File: config.mk
export PLATFORM = sky130hd
export DESIGN_NAME = sipo_deserializer
export DESIGN_NICKNAME = d
export VERILOG_FILES = /design/src/rtl/sipo_deserializer.sv
export SDC_FILE = /design/constraint.sdc
export NUM_CORES = 1
export LEC_CHECK = 0
export CORE_UTILIZATION = 53
export CTS_BUF_LIST = sky130_fd_sc_hd__clkbuf_4 sky130_fd_sc_hd__clkbuf_8
export CTS_CLUSTER_SIZE = 12
export DETAILED_ROUTE_END_ITERATION = 8
export PLACE_DENSITY = 0.85
export SLEW_MARGIN = 20
export SYNTH_ARGS = -nofsm -noshare
export SYNTH_HDL_FRONTEND = slang
export SYNTH_SLANG_ARGS = --single-unit
File: constraint.sdc
create_clock -name clk -period 3.1 [get_ports clk]
set_clock_uncertainty 0.2 [all_clocks]
set_input_delay 0.62 -clock clk [delete_from_list [all_inputs] [get_ports clk]]
set_output_delay 0.62 -clock clk [all_outputs]
set_load 0.01 [all_outputs]
File: src/rtl/sipo_deserializer.sv
// Serial-in/parallel-out deserializer with selectable bit order and a valid/ready holding register.
// Define SIPO_PARITY_EN to append a trailing even-parity bit to each frame and flag errors.
module sipo_deserializer #(
  parameter int unsigned WIDTH     = 8,
  parameter bit          MSB_FIRST = 1'b1
) (
  input  logic                         clk,
  input  logic                         reset_n,
  input  logic                         serial_in,
  input  logic                         serial_valid,
  input  logic                         clear,
  output logic [WIDTH-1:0]             out_data,
  output logic                         out_valid,
  input  logic                         out_ready,
  output logic                         overrun,
  output logic                         out_parity_err,
  output logic [$clog2(WIDTH+2)-1:0]   bit_count
);

  localparam int unsigned CntW = $clog2(WIDTH + 2);
`ifdef SIPO_PARITY_EN
  localparam int unsigned FrameLen = WIDTH + 1;
`else
  localparam int unsigned FrameLen = WIDTH;
`endif
  localparam logic [CntW-1:0] LastCnt = CntW'(FrameLen - 1);

  logic [WIDTH-1:0] sr_q, sr_d, shifted, word;
  logic [CntW-1:0]  cnt_q, cnt_d;
  logic [WIDTH-1:0] data_q, data_d;
  logic             valid_q, valid_d;
  logic             overrun_q, overrun_d;
  logic             perr_q, perr_d, perr_word;
  logic             complete, load;

  always_comb begin
    shifted  = MSB_FIRST ? {sr_q[WIDTH-2:0], serial_in} : {serial_in, sr_q[WIDTH-1:1]};
    cnt_d    = cnt_q;
    sr_d     = sr_q;
    complete = 1'b0;
    if (clear) begin
      cnt_d = '0;
      sr_d  = '0;
    end else if (serial_valid) begin
      if (cnt_q == LastCnt) begin
        complete = 1'b1;
        cnt_d    = '0;
        sr_d     = '0;
      end else begin
        cnt_d = cnt_q + 1'b1;
        sr_d  = shifted;
      end
    end
`ifdef SIPO_PARITY_EN
    // The final bit is the parity bit; the data bits are already complete in sr_q.
    word      = sr_q;
    perr_word = (^sr_q) ^ serial_in;
`else
    word      = shifted;
    perr_word = 1'b0;
`endif
  end

  always_comb begin
    load      = complete & (~valid_q | out_ready);
    data_d    = load ? word : data_q;
    perr_d    = load ? perr_word : perr_q;
    valid_d   = load | (valid_q & ~out_ready);
    overrun_d = complete & valid_q & ~out_ready;
  end

  always_ff @(posedge clk) begin
    if (!reset_n) begin
      sr_q      <= '0;
      cnt_q     <= '0;
      data_q    <= '0;
      valid_q   <= 1'b0;
      overrun_q <= 1'b0;
      perr_q    <= 1'b0;
    end else begin
      sr_q      <= sr_d;
      cnt_q     <= cnt_d;
      data_q    <= data_d;
      valid_q   <= valid_d;
      overrun_q <= overrun_d;
      perr_q    <= perr_d;
    end
  end

  assign out_data       = data_q;
  assign out_valid      = valid_q;
  assign overrun        = overrun_q;
  assign out_parity_err = perr_q;
  assign bit_count      = cnt_q;

endmodule

* Word-level counts from Yosys, hierarchy flattened
Cells that the tools add are included.
Storage, ports and cells: bits in latches 0, memories kept 0, bits in writable memories 0, bits in read-only memories 0, input bits 6, bits in registers 21
Cells by class: shift operators 0, order comparisons 0, multiplexer cells 5, eq/ne operators 1, $add $sub $neg 1, reduce and logical (&&, ||, !) cells 1, multiply operators 0, bitwise logic cells 9, div/mod/pow operators 0
Operators by type and width (number):
- 7-bit 2-to-1 mux | 1
- 4-bit by 1-bit adder with 4-bit output (second input constant) | 1
- 1-bit bitwise AND | 4
- 4-bit by 3-bit == test with 1-bit output (second input constant) | 1
- 4-bit 2-to-1 mux | 1
- 1-bit 2-to-1 mux | 3
- 1-bit inverter | 3
- 1-bit bitwise OR | 2
- 2-bit OR reduction | 1

* Logic depth before layout (Yosys ltp)
depth after elaboration 6, depth in mapped cells 5

* Worst setup path before layout
OpenSTA, ideal clock, no wires.
path type flip-flop to flip-flop, from register cnt_q[0], in the netlist bit_count[0], to register data_q[0], in the netlist out_data[0], arrival time 1.418 ns, path buffers 0, stages on the path, launching flop included 5, library setup time 0.072 ns, period minus slack after synthesis 1.690 ns, setup slack 1.410 ns, cell sequence dfxtp_1 ha_1 nand4b_2 nor3_4 mux2i_1
On the way: cells in the longest elaborated chain, start to end 5
Ends and longest elaborated chain:
- start, declared | RTL line 29 | logic [CntW-1:0] cnt_q, cnt_d;
- start signal, assigned | RTL line 82 | cnt_q <= cnt_d;
- 4-bit by 3-bit == test with 1-bit output | RTL line 45 | if (cnt_q == LastCnt) begin
- 1-bit 2-to-1 mux | RTL line 45
- 1-bit 2-to-1 mux | RTL line 44 | end else if (serial_valid) begin
- 1-bit 2-to-1 mux | RTL line 41 | if (clear) begin
- 1-bit bitwise AND | RTL line 65 | load = complete & (~valid_q | out_ready);
- end signal, assigned | RTL line 83 | data_q <= data_d;
- end, declared | RTL line 30 | logic [WIDTH-1:0] data_q, data_d;
Every way passes these cells. A chain may end at the register's enable or synchronous reset.

* Worst setup path after layout
from register cnt_q[2], in the netlist bit_count[2], to output bit_count[2]
RTL lines:
- end, declared | RTL line 17 | output logic [$clog2(WIDTH+2)-1:0] bit_count
No word-level cell between the ends.

==> impl_metrics.json <==
{
  "diodes": 0,
  "antenna_found_initial": 0,
  "core_area_sq_um": 1510,
  "path_buf_inv": 1,
  "synth-adder-area-share": 0.0146,
  "synth_simple_gate_area_frac": 0.283,
  "finalInstanceArea_sq_um": 1090,
  "critical_path_class": "flop to primary output",
  "synthMuxAreaShare": 0.105,
  "tns_ns": 0,
  "avgRoutedWirePerCell_um": 11.7,
  "final_hold_viol_count": 0,
  "relSlewSlack": 0.668,
  "gp_congestion": 0.719,
  "synth_area_sq_um": 858,
  "ys_seq_area_frac": 0.490,
  "final_core_util": 0.721,
  "mostFrequentLayoutCell": "dfxtp_1",
  "antenna_left": 0,
  "crit_path_cell_trace": "clkdlybuf4s50_1",
  "ys.warnings.count": 0,
  "fin_crit_ns": 2.13,
  "drc_errors": 0,
  "cts_sinks": 21,
  "synth_top_family_by_area": "simple AND/OR/NAND/NOR gates",
  "startpoint_type": "flop",
  "clock_latency_ns": 0.29,
  "placed_cell_area_sq_um": 1060,
  "drive_above_1_share": 0.0708,
  "seqPwrFrac": 0.631,
  "switchingPower_uw": 89.6,
  "slowest_stage": "clkdlybuf4s50_1",
  "start_util": 0.570,
  "clkTransAtPathRegs_ns": 0.11,
  "worstPathRequired_ns": 2.28,
  "cpLargestDelayFamily": "buffers and inverters",
  "synthCells": 94,
  "clockBufferDepth": 2,
  "die_x_um": 42.2,
  "totalWireLength_um": 1510,
  "dieArea_sq_um": 1780,
  "htree_levels": 1,
  "p_leak_uw": 0.000363,
  "netSwitchingFraction": 0.207,
  "cap_violations": 0,
  "grt_pass1_wl_um": 2490,
  "crit_path_end_kind": "primary output",
  "worst_hold_slack_ns": 0.262,
  "crit_arrival_ns": 1.31,
  "die_height_um": 42.2,
  "synth_seq_cells": 21,
  "io_pins": 21,
  "yosys.cell_types.count": 21,
  "nets": 121,
  "hpwl_um": 1080,
  "p_clk_frac": 0.310,
  "postCtsHoldBufs": 0,
  "worstMarginPinSlew_ns": 0.496,
  "grt_pass1_vias": 567,
  "pwr-share-comb": 0.059,
  "slew_violations": 0,
  "rows": 14,
  "io_buffer_count": 19,
  "viasPerCell": 5.23,
  "synth_xor_area_frac": 0.0102,
  "postCtsSetupRepairBufs": 0,
  "cts_resized": 0,
  "cts_root_buffer": "clkbuf_4",
  "p_int_uw": 342,
  "status": "finished, final reports clean",
  "via_count": 675,
  "grt_usage": 0.182,
  "min_period_over_period": 0.686,
  "synth_area_per_cell_sq_um": 9.13,
  "cts_tree": "built",
  "cpPeakStageDelay_ns": 0.57,
  "finalPower_uw": 432,
  "layout_common_cells": "dfxtp_1, clkdlybuf4s50_1, nand2_1",
  "drt_iter0_drc": 13,
  "max_freq_mhz": 470,
  "overflow": 0,
  "synth_compound_area_frac": 0.0612,
  "synth_nets": 101,
  "hold_path_class": "flop to flop",
  "rsz0062_at_grt": "false",
  "finalSetupViolations": 0,
  "power_density_nw_per_um2": 398,
  "dr.pass1.iters": 4,
  "grt_max_degree": 20,
  "areaGrowthSynthToFinish_pct": 26.5,
  "numCtsBuffers": 3,
  "vdd_drop_max_mv": 0.264,
  "cp_max_fo": 5
}
[power by group through the flow]
stage	Clock [uW]	Sequential (uW)	Combinational (uW)
floorplan	0	279	14.4
global placement	0	278	24.9
detailed placement	0	279	25.2
CTS	138	272	25.4
global route	151	273	27.5
finish	134	272	25.5
[final timing paths]
kind / from / endpoint / slack (ns) / cells after the start
max: bit_count[2] / bit_count[2] / 0.97 / 1
min reg2reg: out_data[0] / out_data[0] / 0.26 / 2
max reg2reg: bit_count[0] / out_data[5] / 1.26 / 4
min: out_data[0] / out_data[0] / 0.26 / 2
[cells by family after synthesis]
family	count (synthesis)
compound gates	10
flops	21
fa+ha+maj	1
mux	9
xor+xnor	1
other cells	1
buf+inv	6
simple gates	45
[area by class of cell]
cell class              instances  area [sq um]
clock buffers                   4          30.0
multi-input cells              67           410
flip-flops and latches         21           420
well taps                      16          20.0
repair buffers                 21           205
fillers                       120           420
[sequential cells by signal, summed over array words and instances (netlist names)]
name       flops
sr_q           7
out_data       8
overrun        1
bit_count      4
out_valid      1
[metrics by stage]
| stage | instances | setup slack [ns] |
|---|---|---|
| after CTS | 129 | 0.959 |
| after detailed placement | 125 | 0.781 |
| after floorplan | 94 | 1.41 |
| after global placement | 125 | 0.836 |
| final | 129 | 0.974 |
| after global routing | 129 | 0.936 |
[Yosys cell counts]
| cell | instances | area (sq um) |
|---|---|---|
| nand2b_1 | 9 | 56.3 |
| nand4_1 | 1 | 6.26 |
| o21a_1 | 1 | 7.51 |
| nand4b_2 | 1 | 15.0 |
| nor3_4 | 1 | 16.3 |
| nand3b_1 | 2 | 15.0 |
| a21oi_1 | 9 | 45.0 |
| nor2b_1 | 1 | 6.26 |
| nor3b_1 | 1 | 7.51 |
| clkbuf_1 | 4 | 15.0 |
| conb_1 | 1 | 3.75 |
| dfxtp_1 | 21 | 420 |
| nand3_1 | 7 | 35.0 |
| or3_1 | 1 | 6.26 |
| nor2_1 | 3 | 11.3 |
| buf_2 | 1 | 5.00 |
| mux2i_1 | 9 | 90.1 |
| xor2_1 | 1 | 8.76 |
| ha_1 | 1 | 12.5 |
| nand2_1 | 18 | 67.6 |
| buf_4 | 1 | 7.51 |
[per-layer routing]
metal | global-route usage | wire length [um]
met1 | 0.242 | 707
met2 | 0.305 | 739
met3 | 0.0388 | 60
met4 | 0.0375 | 0
met5 | 0 | 0
(Power assumes the default switching activity.)
